$ cat config.mk
export PLATFORM = sky130hd
export DESIGN_NAME = instr_sequencer_flat
export DESIGN_NICKNAME = d
export VERILOG_FILES = /design/src/rtl/instr_sequencer_if.sv /design/src/rtl/instr_sequencer.sv /design/src/flat_wrapper.sv
export SDC_FILE = /design/constraint.sdc
export NUM_CORES = 1
export LEC_CHECK = 0
export CAP_MARGIN = 30
export CORE_AREA = 2 2 68 82
export DETAILED_ROUTE_END_ITERATION = 7
export DIE_AREA = 0 0 70 84
export PLACE_DENSITY = 0.64
export SLEW_MARGIN = 20
export SYNTH_ARGS = -nofsm -noshare
export SYNTH_HDL_FRONTEND = slang
export SYNTH_SLANG_ARGS = --single-unit
$ cat constraint.sdc
create_clock -name clk -period 6 [get_ports clk]
set_clock_uncertainty 0.1 [all_clocks]
set_input_delay 1.5 -clock clk [delete_from_list [all_inputs] [get_ports clk]]
set_output_delay 1.5 -clock clk [all_outputs]
set_load 0.05 [all_outputs]
$ cat src/rtl/instr_sequencer_if.sv
// Decoder, memory-handshake and write-back strobes shared between the sequencer
// and the rest of the vector core.
interface instr_sequencer_if #(
    parameter int CNT_W = 5,
    parameter int EW    = 4
);
    logic             imem_req;
    logic             imem_rdy;
    logic             instr_ld;
    logic [3:0]       functype;
    logic [CNT_W-1:0] cycle_count;
    logic             v_en;
    logic             s_en;
    logic [7:0]       immediate;
    logic             exec_valid;
    logic [EW-1:0]    elem_idx;
    logic             dmem_req;
    logic             dmem_we;
    logic             dmem_rdy;
    logic             v_we;
    logic             s_we;

    modport master (
        output imem_req, instr_ld, exec_valid, elem_idx, dmem_req, dmem_we, v_we, s_we,
        input  imem_rdy, functype, cycle_count, v_en, s_en, immediate, dmem_rdy
    );

    modport slave (
        input  imem_req, instr_ld, exec_valid, elem_idx, dmem_req, dmem_we, v_we, s_we,
        output imem_rdy, functype, cycle_count, v_en, s_en, immediate, dmem_rdy
    );
endinterface

$ cat src/rtl/instr_sequencer.sv
// Top-level control FSM of the CVP14 vector core: fetch, decode, multi-beat
// execute with memory handshakes, and write-back with PC update.
module instr_sequencer #(
    parameter int PC_W      = 16,
    parameter int NUM_ELEMS = 16,
    parameter int CNT_W     = 5
) (
    input  logic              clk,
    input  logic              rst,
    input  logic              go,
    input  logic              halt_req,
    output logic [PC_W-1:0]   pc,
    output logic              busy,
    output logic              halted,
    instr_sequencer_if.master bus
);
    localparam int EW = $clog2(NUM_ELEMS);

    localparam logic [2:0] S_IDLE   = 3'd0;
    localparam logic [2:0] S_FETCH  = 3'd1;
    localparam logic [2:0] S_DECODE = 3'd2;
    localparam logic [2:0] S_EXEC   = 3'd3;
    localparam logic [2:0] S_WB     = 3'd4;
    localparam logic [2:0] S_HALT   = 3'd5;

    localparam logic [3:0] OP_VLD = 4'd4;
    localparam logic [3:0] OP_VST = 4'd5;
    localparam logic [3:0] OP_J   = 4'd8;

    logic [2:0]       state;
    logic [CNT_W-1:0] beat_cnt;
    logic [CNT_W-1:0] beats;
    logic             mem_op;
    logic             op_defined;
    logic             advance;
    logic             last_beat;

    function automatic logic [PC_W-1:0] next_pc(input logic [PC_W-1:0] cur,
                                                 input logic jump,
                                                 input logic signed [7:0] offs);
        logic signed [PC_W-1:0] ext;
        ext = jump ? {{(PC_W-8){offs[7]}}, offs} : '0;
        return cur + PC_W'(1) + ext;
    endfunction

    always_comb begin
        mem_op         = (bus.functype == OP_VLD) || (bus.functype == OP_VST);
        op_defined     = (bus.functype <= OP_J);
        advance        = !mem_op || bus.dmem_rdy;
        last_beat      = (beat_cnt == beats - CNT_W'(1));
        bus.imem_req   = (state == S_FETCH);
        bus.instr_ld   = (state == S_FETCH) && bus.imem_rdy;
        bus.exec_valid = (state == S_EXEC);
        bus.elem_idx   = (state == S_EXEC) ? beat_cnt[EW-1:0] : '0;
        bus.dmem_req   = (state == S_EXEC) && mem_op;
        bus.dmem_we    = (state == S_EXEC) && (bus.functype == OP_VST);
        // NOP and undefined opcodes reach WB but must not touch the register files
        bus.v_we       = (state == S_WB) && bus.v_en && op_defined;
        bus.s_we       = (state == S_WB) && bus.s_en && op_defined;
        busy           = (state != S_IDLE) && (state != S_HALT);
        halted         = (state == S_HALT);
    end

    always_ff @(posedge clk) begin
        if (rst) begin
            state    <= S_IDLE;
            pc       <= '0;
            beat_cnt <= '0;
            beats    <= '0;
        end else begin
            case (state)
                S_IDLE:   if (go) state <= S_FETCH;
                S_FETCH:  if (bus.imem_rdy) state <= S_DECODE;
                S_DECODE: begin
                    beats    <= (bus.cycle_count == '0) ? CNT_W'(1) : bus.cycle_count;
                    beat_cnt <= '0;
                    state    <= op_defined ? S_EXEC : S_WB;
                end
                S_EXEC: begin
                    if (advance) begin
                        beat_cnt <= beat_cnt + CNT_W'(1);
                        if (last_beat) state <= S_WB;
                    end
                end
                S_WB: begin
                    pc    <= next_pc(pc, bus.functype == OP_J, bus.immediate);
                    state <= halt_req ? S_HALT : S_FETCH;
                end
                S_HALT:   state <= S_HALT;
                default:  state <= S_IDLE;
            endcase
        end
    end
endmodule

$ cat src/flat_wrapper.sv
// flat-port wrapper written by rule: the top's interface ports become plain ports
module instr_sequencer_flat 
#(
    parameter int PC_W      = 16,
    parameter int NUM_ELEMS = 16,
    parameter int CNT_W     = 5
)
  (clk, rst, go, halt_req, pc, busy, halted, bus_imem_req, bus_instr_ld, bus_exec_valid, bus_elem_idx, bus_dmem_req, bus_dmem_we, bus_v_we, bus_s_we, bus_imem_rdy, bus_functype, bus_cycle_count, bus_v_en, bus_s_en, bus_immediate, bus_dmem_rdy);
  instr_sequencer_if #(.CNT_W(CNT_W)) bus_i ();
  input  logic clk;
  input  logic rst;
  input  logic go;
  input  logic halt_req;
  output logic [PC_W-1:0] pc;
  output logic busy;
  output logic halted;
  output wire logic [$bits(bus_i.imem_req)-1:0] bus_imem_req;
  output wire logic [$bits(bus_i.instr_ld)-1:0] bus_instr_ld;
  output wire logic [$bits(bus_i.exec_valid)-1:0] bus_exec_valid;
  output wire logic [$bits(bus_i.elem_idx)-1:0] bus_elem_idx;
  output wire logic [$bits(bus_i.dmem_req)-1:0] bus_dmem_req;
  output wire logic [$bits(bus_i.dmem_we)-1:0] bus_dmem_we;
  output wire logic [$bits(bus_i.v_we)-1:0] bus_v_we;
  output wire logic [$bits(bus_i.s_we)-1:0] bus_s_we;
  input wire logic [$bits(bus_i.imem_rdy)-1:0] bus_imem_rdy;
  input wire logic [$bits(bus_i.functype)-1:0] bus_functype;
  input wire logic [$bits(bus_i.cycle_count)-1:0] bus_cycle_count;
  input wire logic [$bits(bus_i.v_en)-1:0] bus_v_en;
  input wire logic [$bits(bus_i.s_en)-1:0] bus_s_en;
  input wire logic [$bits(bus_i.immediate)-1:0] bus_immediate;
  input wire logic [$bits(bus_i.dmem_rdy)-1:0] bus_dmem_rdy;
  assign bus_imem_req = bus_i.imem_req;
  assign bus_instr_ld = bus_i.instr_ld;
  assign bus_exec_valid = bus_i.exec_valid;
  assign bus_elem_idx = bus_i.elem_idx;
  assign bus_dmem_req = bus_i.dmem_req;
  assign bus_dmem_we = bus_i.dmem_we;
  assign bus_v_we = bus_i.v_we;
  assign bus_s_we = bus_i.s_we;
  assign bus_i.imem_rdy = bus_imem_rdy;
  assign bus_i.functype = bus_functype;
  assign bus_i.cycle_count = bus_cycle_count;
  assign bus_i.v_en = bus_v_en;
  assign bus_i.s_en = bus_s_en;
  assign bus_i.immediate = bus_immediate;
  assign bus_i.dmem_rdy = bus_dmem_rdy;
  instr_sequencer #(.PC_W(PC_W), .NUM_ELEMS(NUM_ELEMS), .CNT_W(CNT_W)) u_core (.clk(clk), .rst(rst), .go(go), .halt_req(halt_req), .pc(pc), .busy(busy), .halted(halted), .bus(bus_i));
endmodule
==> reports/metrics.csv, run 1 <==
stage;metric;value;unit
yosys;Synth Net Count;296;
power_and_ir_drop;power density over the cells;165;nW/µm²
cts;latest clock arrival within the worst-skew pair;0.28;ns
cts;CTS hold repair buffers;0;
min_path;number of cells on the worst hold path;2;
yosys;sequential area share after synthesis;0.288;
floorplanning;initial core utilization;0.391;
final_layout;end-of-flow core utilization;0.522;
job;max_cap viols;0;
final_layout;layout net count;348;
power_and_ir_drop;total power after layout;443;µW
timing;unrepaired setup endpoints after global routing;no;
cts;htree depth;2;
timing;achievable clock frequency;0.189;GHz
global_routing;total routing usage reported by global routing;0.170;
route;Vias;1997;
timing;final setup violation count;0;
final_layout;fill cell instance count of the final layout;528;
floorplanning;standard-cell row count;29;
worst_setup_path;endpoint class of the critical path;primary output;
yosys;number of register bits inferred by synthesis;29;
worst_setup_path;family of cells with the greatest summed delay on the critical path;buffers and inverters;
yosys;library cell occupying the most area in the post-synthesis netlist;sky130_fd_sc_hd__dfxtp_1;
worst_setup_path;type of origin of the critical path;input port;
cts;clock tree root driver cell;sky130_fd_sc_hd__clkbuf_8;
floorplanning;placeable core region;5150;µm²
route;DRC viols;0;
worst_setup_path;number of cells on the critical path;5;
min_path;HP Class;reg -> reg;
worst_setup_path;cells on worst reg2reg path;10;
cts;CTS max path bufs;2;
global_routing;number of antenna violations at the first check in global routing;0;
outcome;run status;complete, no violations;
yosys;count of mapped cells out of synthesis;261;
timing;Hold Vio Cnt, Final;0;
placed_design;routability congestion estimate;0.768;
yosys;asr flop ratio synth;0;
worst_setup_path;critical path's largest stage delay;0.80;ns
global_routing;largest net degree at the start of global routing;37;
cts;clock sink count;29;
placed_design;post-detail-place hpwl;3.64;mm
worst_setup_path;slowest cell on the critical path;sky130_fd_sc_hd__clkdlybuf4s50_1;
cts;Setup Fix Bufs, Post-CTS;0;
global_routing;remaining global-route overflow;0;
floorplanning;# IOs;54;
final_layout;antenna diode count;0;
route;Routed WL per cell;13.0;µm
placed_design;total of buffers placed on input and output ports;53;
yosys;Synth Cell Area;2020;µm²
route;number of iterations in the first detailed-routing pass;4;
yosys;Mean Syn Cell Area;7.72;µm²
worst_setup_path;Crit path arrival time;3.68;ns
timing;final critical-path required period;5.28;ns
worst_setup_path;cell seen most often among critical-path stages;sky130_fd_sc_hd__clkdlybuf4s50_1;
timing;tightest slew margin relative to the limit;0.630;
power_and_ir_drop;worst voltage drop across the vdd grid;0.125;mV
timing;slew at the pin closest to its max-slew limit;0.555;ns
global_routing;vias in the first global route;1909;
final_layout;fraction of final layout cells sized beyond drive strength 1;0.0573;
power_and_ir_drop;LEAKAGE;1.07;nW
yosys;Post-synth top flop;sky130_fd_sc_hd__dfxtp_1;
route;total wire length after detailed routing;4.88;mm
route;number of DRC markers in iteration 0;95;
floorplanning;die span in x;70;µm
yosys;number of unique standard cell types used by synthesis;43;
yosys;area share of the leading cell type in the synthesized netlist;0.288;
worst_setup_path;critical path start-end classification;in -> out;
route;antenna viol nets, final;0;
cts;number of clock buffers inserted by TritonCTS;5;
cts;post-CTS resize count;0;
yosys;Area contributors post-synth;sky130_fd_sc_hd__dfxtp_1 (29%), sky130_fd_sc_hd__nand2_1 (5.8%), sky130_fd_sc_hd__ha_1 (5.6%);
final_layout;post-synthesis to final-layout area growth;33.5;%
cts;TritonCTS clock tree;done;
worst_setup_path;Worst EP required;4.40;ns
worst_setup_path;crit-path max FO;5;
route;number of vias per cell;5.31;
worst_setup_path;Worst Path Buf+Inv;2;
timing;Fin Setup TNS;0;ns
floorplanning;Die Footprint;5880;µm²
timing;Final period util;0.880;
global_routing;wire length of the first global-routing pass;8.31;mm
worst_setup_path;cells along the critical path;clkdlybuf4s50_1 -> or4b_4 -> nand2_1 -> and3_1 -> clkdlybuf4s50_1;
yosys;Yosys warnings;0;
timing;hold_ws;0.378;ns
yosys;number of enable-type register cells in the synthesized netlist;0;
floorplanning;die height;84;µm
timing;final-report max-slew violation count;0;
cts;CTS clock-pin slew for the worst setup and hold paths;0.06;ns
## cell usage in the layout (no fill, tap or decap), drive strengths merged, types with 6 or more instances in the layout
cell	netlist	final
a21oi	19	19
xor2	8	8
nor2b	9	9
xnor2	6	6
nor3	13	13
inv	7	7
clkdlybuf4s50	0	53
dfxtp	29	29
o21ai	10	10
nand2b	7	7
nor2	29	29
nand2	31	31
and3	7	7
ha	9	9
and2	11	11
## routing by layer
metal | GRT usage | wire length (µm) | vias to the layer above | share of wire
met3 | 0.0242 | 176 | 9 | 0.036
met1 | 0.190 | 2050 | 927 | 0.42
li1 | - | - | 1015 | -
met2 | 0.324 | 2590 | 46 | 0.53
met5 | 0 | 0 | - | 0
met4 | 0.0577 | 64 | 0 | 0.013
## cell usage after synthesis, types with 3 or more instances
cell type,number
sky130_fd_sc_hd__mux2_1,5
sky130_fd_sc_hd__nand3_1,4
sky130_fd_sc_hd__clkbuf_1,11
sky130_fd_sc_hd__ha_1,9
sky130_fd_sc_hd__nand2_1,31
sky130_fd_sc_hd__nor2b_1,9
sky130_fd_sc_hd__nand2b_1,7
sky130_fd_sc_hd__mux2i_1,5
sky130_fd_sc_hd__a211oi_1,5
sky130_fd_sc_hd__or3_1,5
sky130_fd_sc_hd__nor3_1,13
sky130_fd_sc_hd__o21bai_1,3
sky130_fd_sc_hd__dfxtp_1,29
sky130_fd_sc_hd__nand4_1,5
sky130_fd_sc_hd__xnor2_1,6
sky130_fd_sc_hd__inv_1,7
sky130_fd_sc_hd__xor2_1,8
sky130_fd_sc_hd__and2_1,11
sky130_fd_sc_hd__a21oi_1,19
sky130_fd_sc_hd__o21ai_1,4
sky130_fd_sc_hd__nor2_1,29
sky130_fd_sc_hd__and3_1,7
sky130_fd_sc_hd__o21ai_0,6
## power by group
| group | internal [mW] | total, mW | switching (mW) |
|---|---|---|---|
| logic | 0.0363 | 0.0790 | 0.0427 |
| clock network | 0.0799 | 0.159 | 0.0790 |
| registers | 0.197 | 0.205 | 0.00868 |
## cells by family (layout without fill, tap and decap cells)
kind of cell / count (synthesis) / after routing / share of synthesized area
buffers and inverters: 18 / 71 / 0.0335
adders and majority gates: 10 / 10 / 0.0658
and+or+nand+nor: 133 / 133 / 0.349
muxes: 10 / 10 / 0.0528
AOI/OAI and AO/OA: 47 / 47 / 0.150
xor gates and xnor gates: 14 / 14 / 0.0608
DFF: 29 / 29 / 0.288
## tightest hold or removal path, cell delays in order, from the launching register on
cell and delay (ns):
sky130_fd_sc_hd__dfxtp_1 0.32, sky130_fd_sc_hd__nand2_1 0.06, sky130_fd_sc_hd__a21oi_1 0.05
## layout make-up
class | count | area, µm² | share of cell area
well taps | 62 | 77.6 | 0.0288
inverters | 7 | 26.3 | 0.00976
multi-input cells | 214 | 1370 | 0.508
clock buffers | 5 | 68.8 | 0.0256
flip-flops and latches | 29 | 581 | 0.216
repair buffers | 56 | 553 | 0.205
clock inverters | 3 | 17.5 | 0.00651
## stage by stage
| stage | worst slack (ns) | instance area (µm²) | cells |
|---|---|---|---|
| after floorplan | 1.30 | 2020 | 261 |
| after global placement | 0.776 | 2610 | 368 |
| after detailed placement | 0.718 | 2610 | 368 |
| after CTS | 0.712 | 2690 | 376 |
| after global routing | 0.635 | 2690 | 376 |
| final | 0.718 | 2690 | 376 |
## registers in the layout, summed over array words and instances, names as in the netlist
name             cells
u_core.pc           16
u_core.beat_cnt      5
u_core.beats         5
u_core.state         3
## worst paths after layout
| check | from | to | slack [ns] |
|---|---|---|---|
| worst min-delay path | u_core.pc[3]$_SDFFE_PP0N_ | u_core.pc[3]$_SDFFE_PP0N_ | 0.38 |
| worst min register to register | u_core.pc[3]$_SDFFE_PP0N_ | u_core.pc[3]$_SDFFE_PP0N_ | 0.38 |
| worst max-delay path | bus_functype[2] | bus_s_we | 0.72 |
| worst max register to register | u_core.pc[0]$_SDFFE_PP0N_ | u_core.pc[8]$_SDFFE_PP0N_ | 3.33 |
(Power assumes the default switching activity.)
==> run 2: changes to the inputs <==
--- a/config.mk
+++ b/config.mk
@@ -7,6 +7,7 @@
 export LEC_CHECK = 0
 export CAP_MARGIN = 30
 export CORE_AREA = 2 2 68 82
+export CTS_CLUSTER_SIZE = 25
 export DETAILED_ROUTE_END_ITERATION = 7
 export DIE_AREA = 0 0 70 84
 export PLACE_DENSITY = 0.64
==> constraint.sdc (replaced) <==
create_clock -name clk -period 6.3 [get_ports clk]
set_clock_uncertainty 0.1 [all_clocks]
set_input_delay 1.575 -clock clk [delete_from_list [all_inputs] [get_ports clk]]
set_output_delay 1.575 -clock clk [all_outputs]
set_load 0.05 [all_outputs]
==> run 2 against run 1 <==
Effect of this change: die area unchanged; register-to-register slack better by 0.23 ns; setup slack improved by 0.14 ns; core utilization is 0.29 points higher; global-route usage barely moved; sequential share of layout area decreased by 0.12 points; non-clock buffer count unchanged; sequential power fell by 4%; critical path depth stayed put; largest power group unchanged; power fell by 0.29%.
==> reports/metrics.csv, run 2 (synthesis results as in run 1) <==
stage;metric;value;unit
placed_design;setup slack at placement;0.861;ns
worst_setup_path;cell seen most often among critical-path stages;sky130_fd_sc_hd__clkdlybuf4s50_1;
final_layout;combined area of the multi-input logic cells;1370;µm²
global_routing;remaining global-route overflow;0;
route;Routed WL per cell;13.0;µm
cts;CTS clock-pin slew for the worst setup and hold paths;0.06;ns
timing;Final Worst Setup Slack;0.861;ns
cts;post-CTS resize count;0;
timing;final setup violation count;0;
worst_setup_path;crit-path max FO;5;
placed_design;dpl cell area;2610;µm²
floorplanning;standard-cell row count;29;
global_routing;largest net degree at the start of global routing;37;
worst_setup_path;critical path start-end classification;in -> out;
route;total wire length after detailed routing;4.89;mm
timing;Hold Vio Cnt, Final;0;
route;antenna viol nets, final;0;
worst_setup_path;cells along the critical path;clkdlybuf4s50_1 -> or4b_4 -> nand2_1 -> and3_1 -> clkdlybuf4s50_1;
cts;CTS hold repair buffers;0;
route;Vias;1972;
power_and_ir_drop;worst voltage drop across the vdd grid;0.116;mV
cts;clock sink count;29;
floorplanning;placeable core region;5150;µm²
placed_design;number of instances in the placed design;368;
route;DRC viols;0;
timing;final critical-path required period;5.44;ns
power_and_ir_drop;power density over the cells;163;nW/µm²
min_path;HP Class;reg -> reg;
worst_setup_path;Worst EP required;4.62;ns
timing;slew at the pin closest to its max-slew limit;0.571;ns
global_routing;number of antenna violations at the first check in global routing;0;
worst_setup_path;slowest cell on the critical path;sky130_fd_sc_hd__clkdlybuf4s50_1;
power_and_ir_drop;LEAKAGE;1.08;nW
worst_setup_path;critical path's largest stage delay;0.82;ns
worst_setup_path;type of origin of the critical path;input port;
timing;Final period util;0.863;
power_and_ir_drop;fraction of power consumed by combinational cells;0.170;
worst_setup_path;Crit path arrival time;3.76;ns
worst_setup_path;Worst Path Buf+Inv;2;
final_layout;Reg with most FFs;u_core.pc;
placed_design;post-detail-place hpwl;3.65;mm
final_layout;post-route cell area;2710;µm²
final_layout;layout net count;348;
floorplanning;die height;84;µm
worst_setup_path;flop2flop setup slack;3.56;ns
outcome;run status;complete, no violations;
global_routing;total routing usage reported by global routing;0.170;
final_layout;Final Instance Count excl. Fillers;376;
global_routing;wire length of the first global-routing pass;8.25;mm
global_routing;vias in the first global route;1876;
route;number of iterations in the first detailed-routing pass;4;
timing;Fin Setup TNS;0;ns
cts;htree depth;2;
min_path;Hold Path Origin;u_core.pc[3]$_SDFFE_PP0N_;
power_and_ir_drop;switching power summed over all nets;121;µW
worst_setup_path;family of cells with the greatest summed delay on the critical path;buffers and inverters;
final_layout;fraction of final layout cells sized beyond drive strength 1;0.0573;
cts;clock tree root driver cell;sky130_fd_sc_hd__clkbuf_8;
timing;tightest slew margin relative to the limit;0.619;
final_layout;most frequent cells in the layout;sky130_fd_sc_hd__clkdlybuf4s50_1 (53), sky130_fd_sc_hd__nand2_1 (31), sky130_fd_sc_hd__nor2_1 (29), sky130_fd_sc_hd__dfxtp_1 (29), sky130_fd_sc_hd__a21oi_1 (19);
timing;final-report max-slew violation count;0;
floorplanning;initial core utilization;0.391;
final_layout;fill cell instance count of the final layout;523;
floorplanning;# IOs;54;
cts;number of clock buffers inserted by TritonCTS;5;
final_layout;antenna diode count;0;
power_and_ir_drop;Net Sw Frac;0.275;
cts;TritonCTS clock tree;done;
cts;CTS max path bufs;2;
timing;unrepaired setup endpoints after global routing;no;
final_layout;commonest non-fill, non-tap cell in the layout;sky130_fd_sc_hd__clkdlybuf4s50_1;
worst_setup_path;crit path launch;bus_functype[2];
placed_design;routability congestion estimate;0.784;
route;number of DRC markers in iteration 0;88;
route;number of vias per cell;5.24;
final_layout;Largest register FFs;16;
power_and_ir_drop;clock share of power;0.386;
final_layout;post-synthesis to final-layout area growth;34.3;%
floorplanning;Die Footprint;5880;µm²
final_layout;top flop regs;u_core.pc (16), u_core.beat_cnt (5), u_core.beats (5);
timing;achievable clock frequency;0.184;GHz
floorplanning;die span in x;70;µm
final_layout;flip-flop and latch area;581;µm²
cts;Setup Fix Bufs, Post-CTS;0;
power_and_ir_drop;part of the total power dissipated in sequential elements;0.443;
worst_setup_path;worst reg2reg startpoint;u_core.pc[0]$_SDFFE_PP0N_;
worst_setup_path;endpoint class of the critical path;primary output;
cts;latest clock arrival within the worst-skew pair;0.28;ns
job;max_cap viols;0;
power_and_ir_drop;cell-internal power;320;µW
placed_design;total of buffers placed on input and output ports;53;
-- run 2: changes by cell type in the layout (fill, tap and decap cells not counted) --
cell,before,now
sky130_fd_sc_hd__clkbuf_8,5,7
sky130_fd_sc_hd__clkinvlp_4,1,0
sky130_fd_sc_hd__clkinv_2,2,1
-- run 2: per-layer routing --
layer	GRT usage	vias up	wire, µm
li1	-	1014	-
met1	0.189	908	2070
met2	0.304	40	2520
met3	0.0435	10	185
met4	0.0699	0	114
met5	0	-	0
-- run 2: power by group through the flow --
stage | Combinational [mW] | Clock, mW | Sequential [mW]
2_1_floorplan | 0.0490 | 0 | 0.195
3_3_place_gp | 0.0752 | 0 | 0.200
3_5_place_dp | 0.0758 | 0 | 0.200
4_1_cts | 0.0761 | 0.176 | 0.196
5_1_grt | 0.0827 | 0.184 | 0.197
6_report | 0.0753 | 0.171 | 0.196
-- run 2: area by class of cell --
class,instances,share of cell area
flip-flops and latches,29,0.215
inverters,7,0.00971
well taps,62,0.0287
multi-input cells,214,0.505
repair buffers,56,0.204
clock inverters,1,0.00185
clock buffers,7,0.0356
-- run 2: per-stage QoR --
stage / util / total power, mW / hold WS [ns]
3_5_place_dp: 0.506 / 0.276 / 0.371
6_report: 0.525 / 0.442 / 0.379
5_1_grt: 0.525 / 0.464 / 0.405
2_1_floorplan: - / 0.244 / 0.349
3_3_place_gp: 0.506 / 0.275 / 0.364
4_1_cts: 0.525 / 0.448 / 0.386
-- run 2: final timing paths --
check                           cells after the start                          to
worst min-delay path                                2   u_core.pc[3]$_SDFFE_PP0N_
worst max-delay path                                5                    bus_s_we
worst min register to register                      2   u_core.pc[3]$_SDFFE_PP0N_
worst max register to register                     10  u_core.pc[10]$_SDFFE_PP0N_
-- run 2: worst register-to-register path, cell delays in order (launching register included) --
cell	delay, ns
sky130_fd_sc_hd__dfxtp_1	0.32
sky130_fd_sc_hd__inv_1	0.06
sky130_fd_sc_hd__ha_1	0.16
sky130_fd_sc_hd__inv_1	0.05
sky130_fd_sc_hd__fa_1	0.42
sky130_fd_sc_hd__a211oi_1	0.35
sky130_fd_sc_hd__nor2_1	0.12
sky130_fd_sc_hd__o21ai_1	0.47
sky130_fd_sc_hd__mux2i_1	0.30
sky130_fd_sc_hd__a21oi_1	0.09
sky130_fd_sc_hd__a31o_1	0.18
==> run 3: changes to the inputs <==
--- a/config.mk
+++ b/config.mk
@@ -10,6 +10,7 @@
 export CTS_CLUSTER_SIZE = 25
 export DETAILED_ROUTE_END_ITERATION = 7
 export DIE_AREA = 0 0 70 84
+export HOLD_SLACK_MARGIN = 0.12
 export PLACE_DENSITY = 0.64
 export SLEW_MARGIN = 20
 export SYNTH_ARGS = -nofsm -noshare
==> results of run 3 <==
Final layout, timing and power as in run 2 (identical DEF).
